==> config.mk <==
export PLATFORM = sky130hd
export DESIGN_NAME = move_link_ctrl
export DESIGN_NICKNAME = d
export VERILOG_FILES = /design/src/rtl/move_link_ctrl.sv
export SDC_FILE = /design/constraint.sdc
export NUM_CORES = 1
export LEC_CHECK = 0
export CORE_MARGIN = 10
export CORE_UTILIZATION = 45
export CTS_BUF_LIST = sky130_fd_sc_hd__clkbuf_2 sky130_fd_sc_hd__clkbuf_4 sky130_fd_sc_hd__clkbuf_8
export CTS_CLUSTER_DIAMETER = 200
export DETAILED_ROUTE_END_ITERATION = 8
export DONT_BUFFER_PORTS = 1
export SLEW_MARGIN = 5
export SYNTH_ARGS = -nofsm -noshare
export SYNTH_HDL_FRONTEND = slang
export SYNTH_SLANG_ARGS = --single-unit
==> constraint.sdc <==
create_clock -name clk_in -period 2.9 [get_ports clk_in]
set_clock_uncertainty 0.2 [all_clocks]
set_input_delay 0.58 -clock clk_in [delete_from_list [all_inputs] [get_ports clk_in]]
set_output_delay 0.58 -clock clk_in [all_outputs]
set_load 0.05 [all_outputs]
==> src/rtl/move_link_ctrl.sv <==
// rtl/move_link_ctrl.sv - move bus arbitration and stop-and-wait ACK/NAK link to the remote board
module move_link_ctrl #(
    parameter int                 PKT_LEN      = 8,
    parameter logic [PKT_LEN-1:0] ACK_CODE     = 8'hF0,
    parameter logic [PKT_LEN-1:0] NAK_CODE     = 8'hF1,
    parameter int                 TX_FRAME_CYC = 67_710,
    parameter int                 ACK_TIMEOUT  = 6_500_000,
    parameter int                 MAX_RETRY    = 3,
    parameter int                 VERDICT_CYC  = 16
) (
    input  logic               clk_in,
    input  logic               rst_n_in,
    input  logic               my_turn,
    input  logic               local_valid,
    input  logic [PKT_LEN-1:0] local_move,
    input  logic               rx_valid,
    input  logic [PKT_LEN-1:0] rx_data,
    input  logic               fsm_accept,
    input  logic               fsm_reject,
    output logic               move_avail,
    output logic [PKT_LEN-1:0] move_out,
    output logic               tx_trigger,
    output logic [PKT_LEN-1:0] tx_data,
    output logic               busy,
    output logic               link_err
);

    localparam int GAP_W = $clog2(TX_FRAME_CYC + 1);
    localparam int TO_W  = $clog2(ACK_TIMEOUT + 1);
    localparam int RTY_W = (MAX_RETRY > 0) ? $clog2(MAX_RETRY + 1) : 1;
    localparam int VRD_W = $clog2(VERDICT_CYC + 1);

    localparam logic [GAP_W-1:0] GAP_LAST = GAP_W'(TX_FRAME_CYC - 1);
    localparam logic [TO_W-1:0]  TO_LAST  = TO_W'(ACK_TIMEOUT - 1);
    localparam logic [TO_W-1:0]  TO_MAX   = TO_W'(ACK_TIMEOUT);
    localparam logic [RTY_W-1:0] RTY_MAX  = RTY_W'(MAX_RETRY);
    localparam logic [VRD_W-1:0] VRD_LAST = VRD_W'(VERDICT_CYC - 1);

    typedef enum logic [3:0] {
        S_IDLE,
        S_L_APPLY,
        S_L_SEND,
        S_L_GAP,
        S_L_WAIT,
        S_R_APPLY,
        S_R_SEND,
        S_R_GAP,
        S_ERROR
    } state_t;

    state_t             state_q;
    logic [PKT_LEN-1:0] move_q;
    logic [PKT_LEN-1:0] reply_q;
    logic [PKT_LEN-1:0] last_rx_q;
    logic [GAP_W-1:0]   gap_cnt_q;
    logic [TO_W-1:0]    to_cnt_q;
    logic [TO_W-1:0]    to_cnt_d;
    logic [RTY_W-1:0]   retry_q;
    logic [VRD_W-1:0]   vrd_cnt_q;
    logic               move_avail_q;
    logic [PKT_LEN-1:0] move_out_q;
    logic               tx_trigger_q;
    logic [PKT_LEN-1:0] tx_data_q;
    logic               busy_q;
    logic               link_err_q;

    logic rx_is_ctrl;
    logic rx_ack;
    logic rx_nak;

    assign rx_ack     = rx_valid && (rx_data == ACK_CODE);
    assign rx_nak     = rx_valid && (rx_data == NAK_CODE);
    assign rx_is_ctrl = (rx_data == ACK_CODE) || (rx_data == NAK_CODE);

    // Reply timeout counter: saturating increment so a long wait never wraps back to zero
    always_comb begin
        to_cnt_d = to_cnt_q;
        if (to_cnt_q != TO_MAX) begin
            to_cnt_d = to_cnt_q + TO_W'(1);
        end
    end

    // Link FSM with registered outputs; trigger and offer strobes default low each cycle
    always_ff @(posedge clk_in or negedge rst_n_in) begin
        if (!rst_n_in) begin
            state_q      <= S_IDLE;
            move_q       <= '0;
            reply_q      <= '0;
            last_rx_q    <= '1;
            gap_cnt_q    <= '0;
            to_cnt_q     <= '0;
            retry_q      <= '0;
            vrd_cnt_q    <= '0;
            move_avail_q <= 1'b0;
            move_out_q   <= '0;
            tx_trigger_q <= 1'b0;
            tx_data_q    <= '0;
            busy_q       <= 1'b0;
            link_err_q   <= 1'b0;
        end else begin
            move_avail_q <= 1'b0;
            tx_trigger_q <= 1'b0;
            case (state_q)
                S_IDLE: begin
                    if (my_turn && local_valid) begin
                        move_q       <= local_move;
                        move_out_q   <= local_move;
                        move_avail_q <= 1'b1;
                        vrd_cnt_q    <= '0;
                        busy_q       <= 1'b1;
                        state_q      <= S_L_APPLY;
                    end else if (my_turn && rx_valid && (rx_data == last_rx_q)) begin
                        // Remote resent its move because our ACK was lost: re-ACK only
                        reply_q <= ACK_CODE;
                        busy_q  <= 1'b1;
                        state_q <= S_R_SEND;
                    end else if (!my_turn && rx_valid && !rx_is_ctrl) begin
                        move_q       <= rx_data;
                        move_out_q   <= rx_data;
                        move_avail_q <= 1'b1;
                        vrd_cnt_q    <= '0;
                        busy_q       <= 1'b1;
                        state_q      <= S_R_APPLY;
                    end
                end
                S_L_APPLY: begin
                    if (fsm_reject) begin
                        busy_q  <= 1'b0;
                        state_q <= S_IDLE;
                    end else if (fsm_accept) begin
                        retry_q <= '0;
                        state_q <= S_L_SEND;
                    end else if (vrd_cnt_q == VRD_LAST) begin
                        busy_q  <= 1'b0;
                        state_q <= S_IDLE;
                    end else begin
                        vrd_cnt_q <= vrd_cnt_q + VRD_W'(1);
                    end
                end
                S_L_SEND: begin
                    tx_trigger_q <= 1'b1;
                    tx_data_q    <= move_q;
                    to_cnt_q     <= '0;
                    gap_cnt_q    <= '0;
                    state_q      <= S_L_GAP;
                end
                S_L_GAP: begin
                    to_cnt_q <= to_cnt_d;
                    if (rx_ack) begin
                        busy_q  <= 1'b0;
                        state_q <= S_IDLE;
                    end else if (gap_cnt_q == GAP_LAST) begin
                        state_q <= S_L_WAIT;
                    end else begin
                        gap_cnt_q <= gap_cnt_q + GAP_W'(1);
                    end
                end
                S_L_WAIT: begin
                    to_cnt_q <= to_cnt_d;
                    if (rx_ack) begin
                        busy_q  <= 1'b0;
                        state_q <= S_IDLE;
                    end else if (rx_nak) begin
                        busy_q     <= 1'b0;
                        link_err_q <= 1'b1;
                        state_q    <= S_ERROR;
                    end else if (to_cnt_q >= TO_LAST) begin
                        // Checked one cycle early so the resend lands ACK_TIMEOUT+1 after the last trigger
                        if (retry_q < RTY_MAX) begin
                            retry_q <= retry_q + RTY_W'(1);
                            state_q <= S_L_SEND;
                        end else begin
                            busy_q     <= 1'b0;
                            link_err_q <= 1'b1;
                            state_q    <= S_ERROR;
                        end
                    end
                end
                S_R_APPLY: begin
                    if (fsm_reject) begin
                        reply_q <= NAK_CODE;
                        state_q <= S_R_SEND;
                    end else if (fsm_accept) begin
                        last_rx_q <= move_q;
                        reply_q   <= ACK_CODE;
                        state_q   <= S_R_SEND;
                    end else if (vrd_cnt_q == VRD_LAST) begin
                        reply_q <= NAK_CODE;
                        state_q <= S_R_SEND;
                    end else begin
                        vrd_cnt_q <= vrd_cnt_q + VRD_W'(1);
                    end
                end
                S_R_SEND: begin
                    tx_trigger_q <= 1'b1;
                    tx_data_q    <= reply_q;
                    gap_cnt_q    <= '0;
                    state_q      <= S_R_GAP;
                end
                S_R_GAP: begin
                    if (gap_cnt_q == GAP_LAST) begin
                        busy_q  <= 1'b0;
                        state_q <= S_IDLE;
                    end else begin
                        gap_cnt_q <= gap_cnt_q + GAP_W'(1);
                    end
                end
                S_ERROR: begin
                    busy_q     <= 1'b0;
                    link_err_q <= 1'b1;
                end
                default: begin
                    busy_q  <= 1'b0;
                    state_q <= S_IDLE;
                end
            endcase
        end
    end

    assign move_avail = move_avail_q;
    assign move_out   = move_out_q;
    assign tx_trigger = tx_trigger_q;
    assign tx_data    = tx_data_q;
    assign busy       = busy_q;
    assign link_err   = link_err_q;

endmodule
# After elaboration in Yosys (flattened, before gate mapping)
# Index checks and enable logic that the tools add are counted.
totals:
  regBits: 87
  latch_bits: 0
  ramBits: 0
  mem_bits_ro: 0
  input_bits: 23
  output_inout_bits: 20
  word_cells: 166
  memories: 0
op_classes:
  addsub: 4
  multipliers: 0
  div: 0
  magnitude_cmp: 2
  eq_ne: 42
  shifts: 0
  n_mux: 69
  bitwise: 3
  n_reduce_logical: 33
op_table:
  columns: ["cell", "n"]
  rows:
  - ["$mux 4", 16]
  - ["$mux 8", 8]
  - ["$pmux 17 s3", 1]
  - ["$pmux 23 s2", 1]
  - ["$pmux 4 s9", 1]
  - ["$mux 17", 2]
  - ["$pmux 8 s2", 2]
  - ["$mux 5", 6]
  - ["$ne 2x2->1 const B", 15]
  - ["$add 23x1->23 const B", 1]
  - ["$ge 23x23->1 const B", 1]
  - ["$mux 23", 1]
  - ["$ne 23x23->1 const B", 1]
  - ["$mux 1", 21]
  - ["$ne 3x3->1 const B", 7]
  - ["$ne 4x4->1 const B", 5]
  - ["$add 17x1->17 const B", 1]
  - ["$eq 17x17->1 const B", 1]
  - ["$eq 4x3->1 const B", 4]
  - ["$eq 8x8->1 const B", 2]
  - ["$reduce_and 7->1", 2]
  - ["$reduce_bool 2->1", 7]
  - ["$mux 2", 6]
  - ["$pmux 5 s2", 1]
  - ["25 further kinds", 40]

# Logic depth before layout (Yosys ltp)
# Gate-level depths: netlist of the first run.
logic_depth:
  word_depth: 8
  ltp_mapped: 9

# Worst setup path after synthesis of the first run
# OpenSTA, ideal clock, no wires.
synth_timing:
  path_kind: "in2reg"
  startpoint: "input rx_data[6]"
  endpoint: "register state_q[2]"
  arrival_ns: 2.240
  path_slack_ns: 0.335
  path_stages: 8
  n_path_buf: 1
  cell_sequence: "nand4_1 > or4_1 > buf_2 > o32ai_4 > or3_2 > nand3_2 > nor2_1 > mux2_2"
synth_via:
  elab_chain_len: 6
synth_lines:
  columns: ["item", "line", "source"]
  rows:
  - ["from (decl)", "17", "input logic [PKT_LEN-1:0] rx_data,"]
  - ["$eq 8x8->1, on equally long branches", "71, 73, 72", null]
  - ["$logic_or 1x1->1", "73", "assign rx_is_ctrl = (rx_data == ACK_CODE) || (rx_data == NAK_CODE);"]
  - ["$logic_not 1->1", "117", "end else if (!my_turn && rx_valid && !rx_is_ctrl) begin"]
  - ["$logic_and 1x1->1", "117", null]
  - ["$ne 4x4->1 (no source line)", null, null]
  - ["$reduce_and 7->1 (no source line)", null, null]
  - ["to (signal assigned)", "116", "state_q <= S_R_SEND;"]
  - ["to (signal assigned)", "123", "state_q <= S_R_APPLY;"]
  - ["to (signal assigned)", "129", "state_q <= S_IDLE;"]
  - ["to (decl)", "51", "state_t state_q;"]
# Several ways; a longest one is shown, not always the timed one.
# A chain may end at the register's enable or synchronous reset.

# Final worst setup path of the first run
layout_timing:
  startpoint: "register to_cnt_q[19]"
  endpoint: "register busy_q (netlist: busy)"
layout_via:
  elab_chain_len: 3
layout_lines:
  columns: ["item", "line", "source"]
  rows:
  - ["from (decl)", "56", "logic [TO_W-1:0] to_cnt_q;"]
  - ["from (signal assigned)", "148", "to_cnt_q <= to_cnt_d;"]
  - ["from (signal assigned)", "159", "to_cnt_q <= to_cnt_d;"]
  - ["$ge 23x23->1", "167", "end else if (to_cnt_q >= TO_LAST) begin"]
  - ["$ne 4x4->1 (no source line)", null, null]
  - ["$reduce_and 8->1 (no source line)", null, null]
  - ["to (signal assigned)", "161", "busy_q <= 1'b0;"]
  - ["to (signal assigned)", "164", "busy_q <= 1'b0;"]
  - ["to (signal assigned)", "173", "busy_q <= 1'b0;"]
  - ["to (decl)", "64", "logic busy_q;"]
# No other way between the ends.

==> key figures, run 1 <==
Status
  • Status: finished clean

Place
  • Dpl hpwl: between 6 and 7 mm
  • Gpl congestion: 0.831
  • Placed Cells: 573
  • IO Port Bufs: 0
  • Pre-CTS setup slack: around 150 ps

Detailed routing
  • 1st-iter DRT viols: between 150 and 200
  • Vias/cell: between 5 and 6
  • Routed length per instance: roughly 16 µm
  • # DRC: 0
  • Final ANT Viol Nets: 0
  • Routed vias: 3246
  • Detailed Routing Iterations Pass 1: 4
  • DRT Wirelength: 9.62 mm

Critical path
  • Slowest CP cell: or4_1
  • FF-to-FF path depth: 7
  • Critical Path AT: 2740 ps
  • Critical path capture point type: register
  • Worst setup path end: busy$_DFFE_PN0P_
  • CP cell instances: or4_1, nor2_1, o21ai_0, and2_1, o2bb2ai_2, nor4_1, mux2_2
  • Worst Setup SP: to_cnt_q[19]$_DFFE_PN0P_
  • Register-to-register setup slack: 200 ps
  • Worst Setup Path Type: reg2reg
  • Critical R2R Launch: to_cnt_q[19]$_DFFE_PN0P_
  • Critical Path Source Type: register
  • Max stage delay on crit path: around 560 ps
  • CP required: around 2900 ps
  • Critical R2R Capture: busy$_DFFE_PN0P_
  • Critical path fanouts, max: 5

Synth
  • Post-Synthesis Cells: 449
  • Synth warn: 0
  • Top cells by area, synth: dfrtp_1 (42%), xnor2_1 (5.4%), dfstp_2 (4.8%)
  • Sequential area share after synthesis: 46.6%
  • Largest area contributor in the netlist: dfrtp_1
  • Syn Nets: 479
  • FF+latch count, synth: 81
  • Distinct cells, synth: 58
  • Mapped Area: around 4400 µm²
  • Post-synth EDFFs: 0
  • Share of the synthesized area in the top cell type: a little over two fifths
  • Post-synth ARST share: 100%
  • Post-synth top flop: dfrtp_1
  • Avg Cell Area, Syn: 9.73 µm²

Power
  • Pwr Density: 866 nW/µm²
  • Worst vdd ir: 364 µV
  • Leakage power: about 2.1 nW

Timing
  • Maximum clock rate: 0.370 GHz
  • RSZ-0062 raised after global routing: no
  • Hold WS: ~180 ps
  • Setup_tns: 0 ps
  • Worst slew pin tran: 653 ps
  • Slack of the critical path: 201 ps
  • Max_slew headroom: 56.5%
  • Final setup violation count: 0
  • Tcrit/Tclk final: 93.1%
  • Hold Vio Cnt, Final: 0
  • Count of final max-slew check failures: 0
  • Post-layout min period: 2700 ps

Clock network
  • Num CTS Buffers: 9
  • Root Driver: clkbuf_8
  • H-tree levels: 3
  • Post-CTS resize count: 0
  • Clock Path Buffers: 2
  • CTS tree: built
  • Worst skew pair latency: 360 ps
  • CTS Sinks: 81
  • Clk pin slew, worst setup/hold paths: 90 ps

GRT
  • Vias in the first global route: 3248
  • Largest net degree at the start of global routing: 82
  • Initial antenna violation count: 0
  • Aggregate global-route resource usage: 14.0%
  • First-pass GRT wire length: 16.7 mm
  • GRT overflow: 0

Finish
  • Ant diodes: 0
  • Layout Area Growth over Synthesis: 10.3%
  • Layout cell share with drive strength beyond 1: 13.4%
  • Filler instances: 866
  • Nets: 487
  • Fin cells: ~590

Floorplanning
  • Die X: 119 µm
  • Initial Utilization: 46.9%
  • Die height: 119 µm
  • Total die area: 14100 µm²
  • Core box area: 9330 µm²
  • Ports: 43
  • # rows: 35

Flow run
  • Max-cap violations: 0

Min path
  • Hold crit path type: in2reg
kinds of logic after synthesis:
kind of cell	Yosys count	synth area share, %
flip-flops	81	46.6
buffers and inverters	32	2.78
adder cells (fa/ha/maj)	7	2.00
AND/OR/NAND/NOR	199	23.5
XOR/XNOR	43	8.62
multiplexers	27	6.56
AO/OA/AOI/OAI	60	9.93
cell usage after synthesis (10+ instances only):
| master | number |
|---|---|
| xor2_1 | 16 |
| nand3_1 | 16 |
| clkbuf_1 | 13 |
| nand2_1 | 43 |
| and3_1 | 10 |
| dfrtp_1 | 73 |
| mux2_2 | 13 |
| nand4_1 | 14 |
| o21ai_0 | 24 |
| inv_1 | 16 |
| nor2_1 | 55 |
| xnor2_1 | 27 |
| mux2i_1 | 14 |
stage by stage:
stage	area, µm²	power (mW)	util, %
5_1_grt	4820	4.46	51.7
3_3_place_gp	4550	3.20	48.8
3_5_place_dp	4550	3.23	48.8
6_report	4820	4.17	51.7
4_1_cts	4820	4.24	51.7
2_1_floorplan	4370	2.89	-
placed cells by master (no fill, tap or decap), types with 3 or more instances in the layout:
cell and instances:
nor4_2 3, clkbuf_8 10, nand3_1 16, xor2_1 16
a21oi_1 9, nor2b_1 5, buf_4 10, or3_1 9
o21ai_0 24, dfrtp_1 73, nor2_1 55, inv_1 16
nand2b_1 3, mux2_2 13, and4_1 5, nor4_1 7
nand3b_1 4, mux2i_1 14, nand4_1 14, dfstp_2 8
a22o_1 4, nand2_1 43, a21o_1 3, ha_1 7
and3_1 10, xnor2_1 27, nor3_1 9
critical path: cells and delay by family, from the launching register on:
| kind | cells | cell delay [ps] |
|---|---|---|
| muxes | 1 | 370 |
| AOI/OAI and AO/OA | 2 | 340 |
| and+or+nand+nor | 4 | 1240 |
| DFF | 1 | 430 |
layer usage:
| metal | vias to the layer above | part of all wire [%] | global-route usage [%] |
|---|---|---|---|
| met2 | 58 | 48 | 22.4 |
| met3 | 2 | 5.5 | 4.62 |
| met5 | - | 0 | 0 |
| met4 | 0 | 0.34 | 2.52 |
| met1 | 1588 | 46 | 18.2 |
| li1 | 1598 | - | - |
what timing repair did:
action | in CTS | in global routing
hold endpoints to repair | 81 | 0
buffers inserted | 0 | 0
hold buffers | 2 | 0
layout make-up:
type                    instances  area (µm²)  share of cell area (%)
clock buffers                  11         145                    3.01
inverters                      17        63.8                    1.32
flip-flops and latches         81        2040                    42.3
well taps                     129         161                    3.35
clock inverters                 5        87.6                    1.82
multi-input cells             336        2210                    45.9
repair buffers                 12         113                    2.34
flip-flops by register name, indices dropped and copies added, names as in the netlist, 2 cells and up:
name	flops
gap_cnt_q	17
last_rx_q	8
move_out	8
reply_q	2
retry_q	2
state_q	4
to_cnt_q	23
tx_data	8
vrd_cnt_q	5
power by group:
| part | leakage [nW] | internal [mW] | total (mW) | switching (mW) |
|---|---|---|---|---|
| Sequential | 1.05 | 1.41 | 2.04 | 0.627 |
| Combinational | 0.965 | 0.493 | 1.18 | 0.687 |
| Clock | 0.115 | 0.526 | 0.956 | 0.430 |
| Total | 2.13 | 2.43 | 4.17 | 1.74 |
how the worst min path moves through the flow:
stage               startpoint                        to  cells past startpoint
global placement      rst_n_in  to_cnt_q[19]$_DFFE_PN0P_                      0
global route        fsm_reject    reply_q[0]$_DFFE_PN0P_                      2
finish              fsm_reject    reply_q[0]$_DFFE_PN0P_                      2
detailed placement    rst_n_in  to_cnt_q[17]$_DFFE_PN0P_                      0
floorplan             rst_n_in          busy$_DFFE_PN0P_                      0
CTS                 fsm_reject    reply_q[0]$_DFFE_PN0P_                      2
Note: power is estimated with default switching activity, not from simulation.
==> inputs of run 2 (changes only) <==
- RECOVER_POWER: unset -> 100
- REMOVE_ABC_BUFFERS: unset -> 1
- SETUP_SLACK_MARGIN: unset -> 0.4
==> key figures, run 2 (synthesis results as in run 1) <==
GRT
  • Vias in the first global route: 3250 (+0.062%)
  • Largest net degree at the start of global routing: 82 (unchanged)
  • Initial antenna violation count: 0 (unchanged)
  • GRT overflow: 0 (unchanged)
  • First-pass GRT wire length: 16.5 mm (-0.91%)
  • Aggregate global-route resource usage: 13.9% (-0.048 points)

Timing
  • Post-layout min period: 2600 ps (-104 ps)
  • Max_slew headroom: 58.5% (+2.1 points)
  • Slack of the critical path: 305 ps (+104 ps)
  • RSZ-0062 raised after global routing: yes
  • Count of final max-slew check failures: 0 (unchanged)
  • Hold Vio Cnt, Final: 81 (+81)
  • Hold WS: -287 ps (-469 ps)
  • Tcrit/Tclk final: 89.5% (-3.6 points)
  • Setup_tns: 0 ps (unchanged)
  • Worst slew pin tran: 617 ps (-36.5 ps)
  • Maximum clock rate: 0.385 GHz (+4.0%)
  • Final setup violation count: 0 (unchanged)

Finish
  • Final std cell area, no fill: 5000 µm² (+3.8%)
  • Multi-input gate area: 2330 µm² (+5.5%)
  • Largest Register: to_cnt_q
  • Top flop regs: to_cnt_q (23), gap_cnt_q (17)
  • Most common cell after layout, fill and taps aside: dfrtp_1
  • Layout cell share with drive strength beyond 1: 18.5% (+5.1 points)
  • Nets: 501 (+2.9%)
  • Layout Area Growth over Synthesis: 14.5%
  • Ant diodes: 0 (unchanged)
  • Largest register FFs: 23 (unchanged)
  • FF/Latch Area: 2040 µm² (+0.31%)
  • Filler instances: 857 (-1.0%)
  • Most frequent cells in the layout: dfrtp_1 (68), nor2_1 (53), nand2_1 (43)

Status
  • Status: finished, violations left
  • Failing checks: negative hold slack

Power
  • Leakage power: 2.19 nW (+2.8%)
  • Pwr Total: 4.26 mW (+2.1%)
  • Pwr Density: 852 nW/µm² (-1.6%)
  • Worst vdd ir: 399 µV (+9.6%)

Floorplanning
  • Initial Utilization: 46.9% (unchanged)
  • Die X: 119 µm (unchanged)
  • Ports: 43 (unchanged)
  • Die height: 119 µm (unchanged)
  • Total die area: 14100 µm² (unchanged)
  • Core box area: 9330 µm² (unchanged)
  • # rows: 35 (unchanged)

Detailed routing
  • # DRC: 0 (unchanged)
  • DRT Wirelength: 10.0 mm (+4.5%)
  • Routed length per instance: 16.6 µm (+2.0%)
  • Vias/cell: 5.50 (+0.15%)
  • Routed vias: 3328 (+2.5%)
  • 1st-iter DRT viols: 155 (-0.64%)
  • Final ANT Viol Nets: 0 (unchanged)
  • Detailed Routing Iterations Pass 1: 4 (unchanged)

Critical path
  • Critical R2R Capture: state_q[2]$_DFFE_PN0P_
  • Register-to-register setup slack: 300 ps (+100 ps)
  • Critical Path Source Type: register
  • FF-to-FF path depth: 9 (+2)
  • Worst Setup Path Type: reg2reg
  • Max stage delay on crit path: 420 ps (-140 ps)
  • Critical path fanouts, max: 4 (-1)
  • CP cell instances: inv_1, ha_1, nor4b_1, nand3_1, o32ai_4, or3_1, nand3_4, nor2_2, mux2_2
  • Delay-heaviest family, CP: simple AND/OR/NAND/NOR gates
  • Crit path buf inv count: 1 (+1)
  • Critical R2R Launch: gap_cnt_q[1]$_DFFE_PN0P_
  • Critical path capture point type: register
  • Slowest CP cell: dfrtp_1
  • CP required: 2940 ps (about the same)
  • Critical Path AT: 2640 ps (-100 ps)

Place
  • Gpl congestion: 0.873 (+5.0%)
  • Post-Place Cell Area: 4560 µm² (+0.17%)
  • IO Port Bufs: 0 (unchanged)
  • Pre-CTS setup slack: 98.8 ps (-55.5 ps)
  • Dpl hpwl: 7.05 mm (+3.5%)

Clock network
  • CTS tree: built
  • Root Driver: clkbuf_8
  • Clock Path Buffers: 2 (unchanged)
  • Num CTS Buffers: 9 (unchanged)
  • H-tree levels: 3 (unchanged)
  • CTS Sinks: 81 (unchanged)
  • Worst skew pair latency: 350 ps (about the same)
  • Clk pin slew, worst setup/hold paths: 80 ps (about the same)

Min path
  • Hold crit path type: in2async

Flow run
  • Max-cap violations: 0 (unchanged)
-- run 2: cell count changes in the layout (fill, tap and decap cells not counted), moves of 2 or more --
cell | previous run | this run
a21oi_1 | 9 | 7
buf_4 | 10 | 21
clkbuf_1 | 0 | 5
dfrtp_1 | 73 | 68
dfrtp_2 | 0 | 5
nor2_1 | 55 | 53
or3_4 | 0 | 2
-- run 2: report_power, final --
part | switching, mW | internal (mW)
registers | 0.639 | 1.41
clock network | 0.404 | 0.517
logic | 0.747 | 0.545
-- run 2: what timing repair did --
action,4_1_cts,5_1_grt
pin swaps,3,6
endpoints found under the hold margin,81,81
setup buffers,7,8
gates resized for setup,10,22
setup endpoints to repair,12,26
-- run 2: final cells by class --
cell class	count	area share (%)
flip-flops and latches	81	40.8
well taps	129	3.23
clock inverters	5	1.60
repair buffers	26	3.53
inverters	17	1.28
clock buffers	11	2.90
multi-input cells	336	46.6
-- run 2: layer usage --
metal	GRT usage, %	part of all wire [%]
met1	18.0	46
met2	21.2	46
met3	5.43	7.2
met4	3.97	1.3
met5	0	0
-- run 2: worst max-delay path by stage --
stage / startpoint / cells after the start / endpoint / slack, ps
final: gap_cnt_q[1]$_DFFE_PN0P_ / 9 / state_q[2]$_DFFE_PN0P_ / 300
after global routing: gap_cnt_q[1]$_DFFE_PN0P_ / 9 / state_q[2]$_DFFE_PN0P_ / 120
after CTS: to_cnt_q[12]$_DFFE_PN0P_ / 7 / busy$_DFFE_PN0P_ / 320
after detailed placement: rx_data[6] / 7 / state_q[2]$_DFFE_PN0P_ / 100
after global placement: rx_data[6] / 7 / busy$_DFFE_PN0P_ / 190
after floorplan: state_q[2]$_DFFE_PN0P_ / 6 / to_cnt_q[15]$_DFFE_PN0P_ / 190
-- run 2: per-stage QoR --
step,hold WS [ps],util (%),std cells
finish,-287,53.6,605
detailed placement,87.4,48.9,574
global route,-320,53.6,605
floorplan,84.4,-,434
global placement,87.0,48.9,574
CTS,-307,52.3,597
